File: config.mk
export PLATFORM = sky130hd
export DESIGN_NAME = sha_block_sequencer
export DESIGN_NICKNAME = d
export VERILOG_FILES = /design/src/rtl/sha_pkg.sv /design/src/rtl/sha_seq_watchdog.sv /design/src/rtl/sha_block_sequencer.sv
export SDC_FILE = /design/constraint.sdc
export NUM_CORES = 2
export LEC_CHECK = 0
export CELL_PAD_IN_SITES_DETAIL_PLACEMENT = 1
export CELL_PAD_IN_SITES_GLOBAL_PLACEMENT = 2
export CORE_AREA = 3 3 706 708
export DETAILED_ROUTE_END_ITERATION = 6
export DIE_AREA = 0 0 709 711
export PLACE_DENSITY_LB_ADDON = 0.25
export SLEW_MARGIN = 25
export SYNTH_ARGS = -nofsm -noshare
export SYNTH_HDL_FRONTEND = slang
export SYNTH_HIERARCHICAL = 1
export SYNTH_SLANG_ARGS = --single-unit
File: constraint.sdc
create_clock -name clk -period 3.03 [get_ports clk]
set_input_delay 0.606 -clock clk [delete_from_list [all_inputs] [get_ports clk]]
set_output_delay 0.606 -clock clk [all_outputs]
set_load 0.02 [all_outputs]
File: src/rtl/sha_pkg.sv
// sha_pkg: shared SHA-256 sequencing constants, state encoding and word-order helper
// Contents:
//   SHA256_IV   - FIPS 180-4 initial hash, packed H7..H0 (H0 in bits [31:0])
//   seq_state_t - sequencer FSM states
//   word_rev    - reverses the order of the eight 32-bit words in a 256-bit value
package sha_pkg;
   localparam logic [255:0] SHA256_IV = {
      32'h5be0cd19, 32'h1f83d9ab, 32'h9b05688c, 32'h510e527f,
      32'ha54ff53a, 32'h3c6ef372, 32'hbb67ae85, 32'h6a09e667
   };
   typedef enum logic [2:0] {IDLE, START, WAIT_ACK, WAIT_DONE, OUT} seq_state_t;
   function automatic logic [255:0] word_rev(input logic [255:0] h);
      logic [255:0] r;
      for (int i = 0; i < 8; i++) r[32*i +: 32] = h[255-32*i -: 32];
      return r;
   endfunction
endpackage

File: src/rtl/sha_seq_watchdog.sv
// sha_seq_watchdog: cycle watchdog for the core handshake wait states
// Ports:
//   clk, reset_n - clock, asynchronous active-low reset
//   load         - clear the count (entry to START)
//   en           - count this cycle (sequencer waiting on the core)
//   expire       - this enabled cycle is the TIMEOUT_CYCLES-th one
module sha_seq_watchdog #(
   parameter int TIMEOUT_CYCLES = 256
) (
   input  logic clk,
   input  logic reset_n,
   input  logic load,
   input  logic en,
   output logic expire
);
   localparam int W = $clog2(TIMEOUT_CYCLES + 1);
   logic [W-1:0] cnt;
   assign expire = en && (cnt == W'(TIMEOUT_CYCLES - 1));
   always_ff @(posedge clk or negedge reset_n) begin
      if (!reset_n) cnt <= '0;
      else if (load) cnt <= '0;
      else if (en && !expire) cnt <= cnt + 1'b1;
   end
endmodule

File: src/rtl/sha_block_sequencer.sv
// sha_block_sequencer: chains padded 512-bit blocks through an external SHA-256 core
// Ports:
//   clk, reset_n                        - clock, asynchronous active-low reset
//   blk_valid/blk_ready/blk_data        - block stream (word 0 in MSBs)
//   blk_first/blk_last                  - message start (use IV) / end (emit digest)
//   abort                               - synchronous abort of the current message
//   dig_valid/dig_ready/digest          - digest stream (H0 in bits [255:224])
//   dig_blocks                          - blocks hashed for this message
//   busy, error                         - not idle; sticky drop/timeout flag
//   core_first_state                    - one-cycle start pulse to the core
//   core_initial_state                  - chaining value, H0 in bits [31:0]
//   core_message_block                  - block being hashed
//   core_status/core_hash/core_valid_block - core idle flag, result, result valid
module sha_block_sequencer #(
   parameter int TIMEOUT_CYCLES = 256,
   parameter int CNT_W          = 16
) (
   input  logic               clk,
   input  logic               reset_n,
   input  logic               blk_valid,
   output logic               blk_ready,
   input  logic [511:0]       blk_data,
   input  logic               blk_first,
   input  logic               blk_last,
   input  logic               abort,
   output logic               dig_valid,
   input  logic               dig_ready,
   output logic [255:0]       digest,
   output logic [CNT_W-1:0]   dig_blocks,
   output logic               busy,
   output logic               error,
   output logic               core_first_state,
   output logic [255:0]       core_initial_state,
   output logic [511:0]       core_message_block,
   input  logic               core_status,
   input  logic [255:0]       core_hash,
   input  logic               core_valid_block
);
   import sha_pkg::*;
   seq_state_t         state, state_n;
   logic               in_msg, last_q;
   logic [255:0]       hash_reg;
   logic [CNT_W-1:0]   counter;
   logic               accept, drop, capture, timeout, wd_en, wd_expire;
   assign wd_en              = (state == WAIT_ACK) || (state == WAIT_DONE);
   assign busy               = state != IDLE;
   assign dig_valid          = state == OUT;
   assign core_first_state   = state == START;
   assign digest             = hash_reg;
   assign dig_blocks         = counter;
   sha_seq_watchdog #(.TIMEOUT_CYCLES(TIMEOUT_CYCLES)) u_wd (
      .clk     (clk),
      .reset_n (reset_n),
      .load    (accept),
      .en      (wd_en),
      .expire  (wd_expire)
   );
   always_comb begin
      state_n = state;
      accept  = 1'b0;
      drop    = 1'b0;
      capture = 1'b0;
      timeout = 1'b0;
      if (abort) state_n = IDLE;
      else begin
         case (state)
            IDLE: if (blk_valid && blk_ready) begin
               accept  = blk_first || in_msg;
               drop    = !accept;
               state_n = accept ? START : IDLE;
            end
            START: state_n = WAIT_ACK;
            WAIT_ACK: begin
               timeout = wd_expire;
               state_n = wd_expire ? IDLE : (!core_status ? WAIT_DONE : WAIT_ACK);
            end
            WAIT_DONE: begin
               // a completion seen on the expiring cycle still counts as success
               capture = core_status && core_valid_block;
               timeout = wd_expire && !capture;
               state_n = capture ? (last_q ? OUT : IDLE) : (timeout ? IDLE : WAIT_DONE);
            end
            OUT: state_n = dig_ready ? IDLE : OUT;
            default: state_n = IDLE;
         endcase
      end
   end
   always_ff @(posedge clk or negedge reset_n) begin
      if (!reset_n) begin
         state              <= IDLE;
         blk_ready          <= 1'b0;
         in_msg             <= 1'b0;
         last_q             <= 1'b0;
         hash_reg           <= '0;
         counter            <= '0;
         error              <= 1'b0;
         core_initial_state <= '0;
         core_message_block <= '0;
      end else begin
         state     <= state_n;
         // only offered while idle and the core reported idle last cycle
         blk_ready <= (state_n == IDLE) && core_status;
         if (abort) begin
            in_msg  <= 1'b0;
            counter <= '0;
         end else begin
            if (accept) begin
               core_message_block <= blk_data;
               last_q             <= blk_last;
               core_initial_state <= blk_first ? SHA256_IV : word_rev(hash_reg);
               counter            <= blk_first ? CNT_W'(1) : (&counter ? counter : counter + 1'b1);
               if (blk_first) error <= 1'b0;
            end
            if (drop || timeout) error <= 1'b1;
            if (timeout) in_msg <= 1'b0;
            if (capture) begin
               hash_reg <= core_hash;
               if (!last_q) in_msg <= 1'b1;
            end
            if (state == OUT && dig_ready) in_msg <= 1'b0;
         end
      end
   end
endmodule

==> metrics.md <==
| Metric | Value |
|---|---|
| Tcrit/Tclk final | 94.9% |
| H-tree depth | 4 |
| Nets@finish | around 6700 |
| Antenna violations before repair | roughly 180 |
| Root Driver | clkbuf_16 |
| Clock slew at reported path FFs | about 0.060 ns |
| Clk_lat worst skew | 0.90 ns |
| Crit path largest cell delay | approximately 1.0 ns |
| Max-Slew Margin vs Limit | between 30% and 40% |
| Die Height | roughly 700 um |
| All-layer global routing usage | 15.2% |
| Hold Path Class | primary input to flip-flop |
| RSZ-0062 raised after global routing | no |
| Synth area leader | dfrtp_1 |
| Post-CTS setup buffers | 0 |
| FF+latch count, synth | 1056 |
| Largest cells by area after synthesis | dfrtp_1 (65%), nand2_1 (19%), mux2_2 (7.2%) |
| Cell variety after synth | 48 |
| Bufs and invs on worst path | 1 |
| Clock sinks | around 1100 |
| P&R area growth vs syn | 78.9% |
| Maximum buffer depth of the clock tree | 4 |
| Hold Vio Cnt, Final | 0 |
| Share of layout cells above drive strength 1 | between 10% and 20% |
| WL final | 395000 um |
| DRT antenna net count | 0 |
| Fill count | approximately 57000 |
| Post-synth top area share | between 60% and 70% |
| Post-layout min period | ~2.9 ns |
| EDFF count, synth | 0 |
| Setup violations, final | 0 |
| YS warnings | 6 |
| I/O Pins | 1822 |
| Setup Skew | 0.0712 ns |
| Worst setup SP type | flip-flop |
| Die X-Extent | a little over 700 um |
| Vias in the first global route | roughly 42000 |
| Port Buffer Count | approximately 1800 |
| List of most frequent post-synthesis cells | nand2_1 (2060), dfrtp_1 (1056), mux2_2 (259) |
| Iter 0 DRT Violations | approximately 1900 |
| Max-Cap Viols | 0 |
| Average cell area after synthesis | slightly above 10 um^2 |
| CP Cell Sequence | clkdlybuf4s50_1 |
| Gpl congestion | just over 0.9 |
| Max-slew violation count | 0 |
| Power, Total | 53.3 mW |
| Max frequency | between 300 and 400 MHz |
| Setup TNS | 0 ns |
| Syn nets | 4815 |
| Family with the most delay on the worst path | buffers and inverters |
| First-pass GRT wire length | approximately 500000 um |
| Via Count | approximately 39000 |
| Drt wl/cell | 31.3 um |
| CTS Buf Count | 160 |
| CTS tree | yes |
| Most common cell in the netlist | nand2_1 |
| DR pass1 iterations | 5 |
| Status | finished clean |
| Die ar. | approximately 500000 um^2 |
| Syn Inst Count | just over 4000 |
| Pwr dens | about 730 nW/um^2 |
| Crit-path max FO | 3 |
| Worst VDD drop | about 0.40 mV |
| Synthesized area | 40800 um^2 |
| Seq/Total Area, Yosys | between 60% and 70% |
| Total grt overflow | 0 |
| Ys async rst share | 100% |
| WS Path Type | flip-flop to primary output |
| Worst-Margin Slew | approximately 0.96 ns |
| CP arrival | roughly 2.3 ns |
| Slowest cell on the critical path | clkdlybuf4s50_1 |
| Initial Util | between 8 and 9% |
| Core area | 493000 um^2 |
| HPWL after DPL | ~330000 um |
| Setup crit end kind | primary output |
| Req. time, crit path | around 2.4 ns |
| Ratio of routed vias to standard cells | 3.07 |
| Leakage power | ~32 nW |
| Number of core rows | 258 |
| Largest net degree at the start of global routing | 90 |
| Drc violations | 0 |
| Ys flop type | dfrtp_1 |
area by class of cell:
class	instances	area (um^2)	area share (%)
inverter	13	63.8	0.0875
tap	6500	8130	11.2
sequential	1056	26400	36.3
antenna	36	90.1	0.124
clock buffer	229	4620	6.33
clock inverter	49	567	0.778
multi-input combinational	2727	12900	17.7
timing repair buffer	1996	20100	27.5
per-stage QoR:
stage                     setup WS (ns)  std cells  hold WS, ns  instance area, um^2  util [%]
after floorplan                   0.626       4035        0.310                40800         -
after global placement           0.0149      12300        0.451                67600      13.7
after detailed placement        0.00728      12300        0.456                67600      13.7
after CTS                       0.00257      12600        0.109                72800      14.8
after global routing            0.00289      12600        0.177                72800      14.8
final                             0.155      12600        0.255                72900      14.8
logic make-up after synthesis:
| family | Yosys count | synth area share [%] |
|---|---|---|
| fa+ha+maj | 3 | 0.0921 |
| compound gates | 182 | 2.39 |
| buf+inv | 252 | 3.48 |
| simple gates | 2278 | 21.9 |
| flops | 1056 | 64.8 |
| xor+xnor | 2 | 0.0430 |
| mux | 262 | 7.23 |
final timing paths:
check,start,end,slack (ns),cells after the start
worst max-delay path,digest[11],digest[11],0.16,1
worst min-delay path,blk_data[87],core_message_block[87],0.26,3
worst max register to register,state[2],core_initial_state[100],0.41,7
worst min register to register,core_initial_state[139],core_initial_state[139],0.46,2
max in group asynchronous,reset_n,digest[116],1.31,3
min in group asynchronous,reset_n,core_message_block[465],0.27,2
cell usage in the layout, fill, tap and decap left out, drive strengths merged, types with 2 or more instances in the layout:
master | netlist | routed
nand2 | 2060 | 2060
clkdlybuf4s50 | 0 | 1764
dfrtp | 1056 | 1056
mux2 | 259 | 259
clkbuf | 56 | 230
buf | 183 | 220
o21ai | 146 | 146
nand3 | 135 | 135
diode | 0 | 36
clkinv | 0 | 35
nor2 | 17 | 17
inv | 13 | 17
nand4 | 13 | 13
a21oi | 9 | 9
dlygate4sd2 | 0 | 9
nor3 | 8 | 8
a31oi | 6 | 6
bufinv | 0 | 6
or4 | 6 | 6
nand2b | 5 | 5
o211ai | 5 | 5
o31ai | 5 | 5
a211oi | 4 | 4
or2 | 4 | 4
nand4b | 4 | 4
or3 | 4 | 4
clkinvlp | 0 | 4
nor4 | 4 | 4
or4b | 4 | 4
and2 | 3 | 3
mux2i | 3 | 3
ha | 3 | 3
nor2b | 3 | 3
nand3b | 2 | 2
o21a | 2 | 2
and3 | 2 | 2
and4 | 2 | 2
where the power goes:
part / switching, mW / total (mW) / internal, mW / leakage (nW)
sequential: 2.13 / 18.7 / 16.6 / 13.8
clock: 8.10 / 19.3 / 11.1 / 2.54
combinational: 9.28 / 15.3 / 6.01 / 16.1
routing by layer:
metal	track usage (%)	vias to the layer above	share of wire [%]
met5	0	-	0.10
li1	-	16800	-
met4	2.58	62	2.0
met3	6.59	469	10
met2	26.6	1410	49
met1	17.2	19900	39
sequential cells by signal (all words and copies together), names as in the netlist:
register / cells
last_q: 1
digest: 256
state: 3
core_message_block: 512
dig_blocks: 16
core_initial_state: 256
u_wd/cnt: 9
in_msg: 1
error: 1
blk_ready: 1
repair_timing:
item,in CTS,in global routing
setup endpoints to repair,9,1
hold buffers,1,0
gates cloned,0,0
pin swaps,0,0
hold endpoints to repair,29,0
resized for setup,9,1
Power figures use the tool's default switching activity.
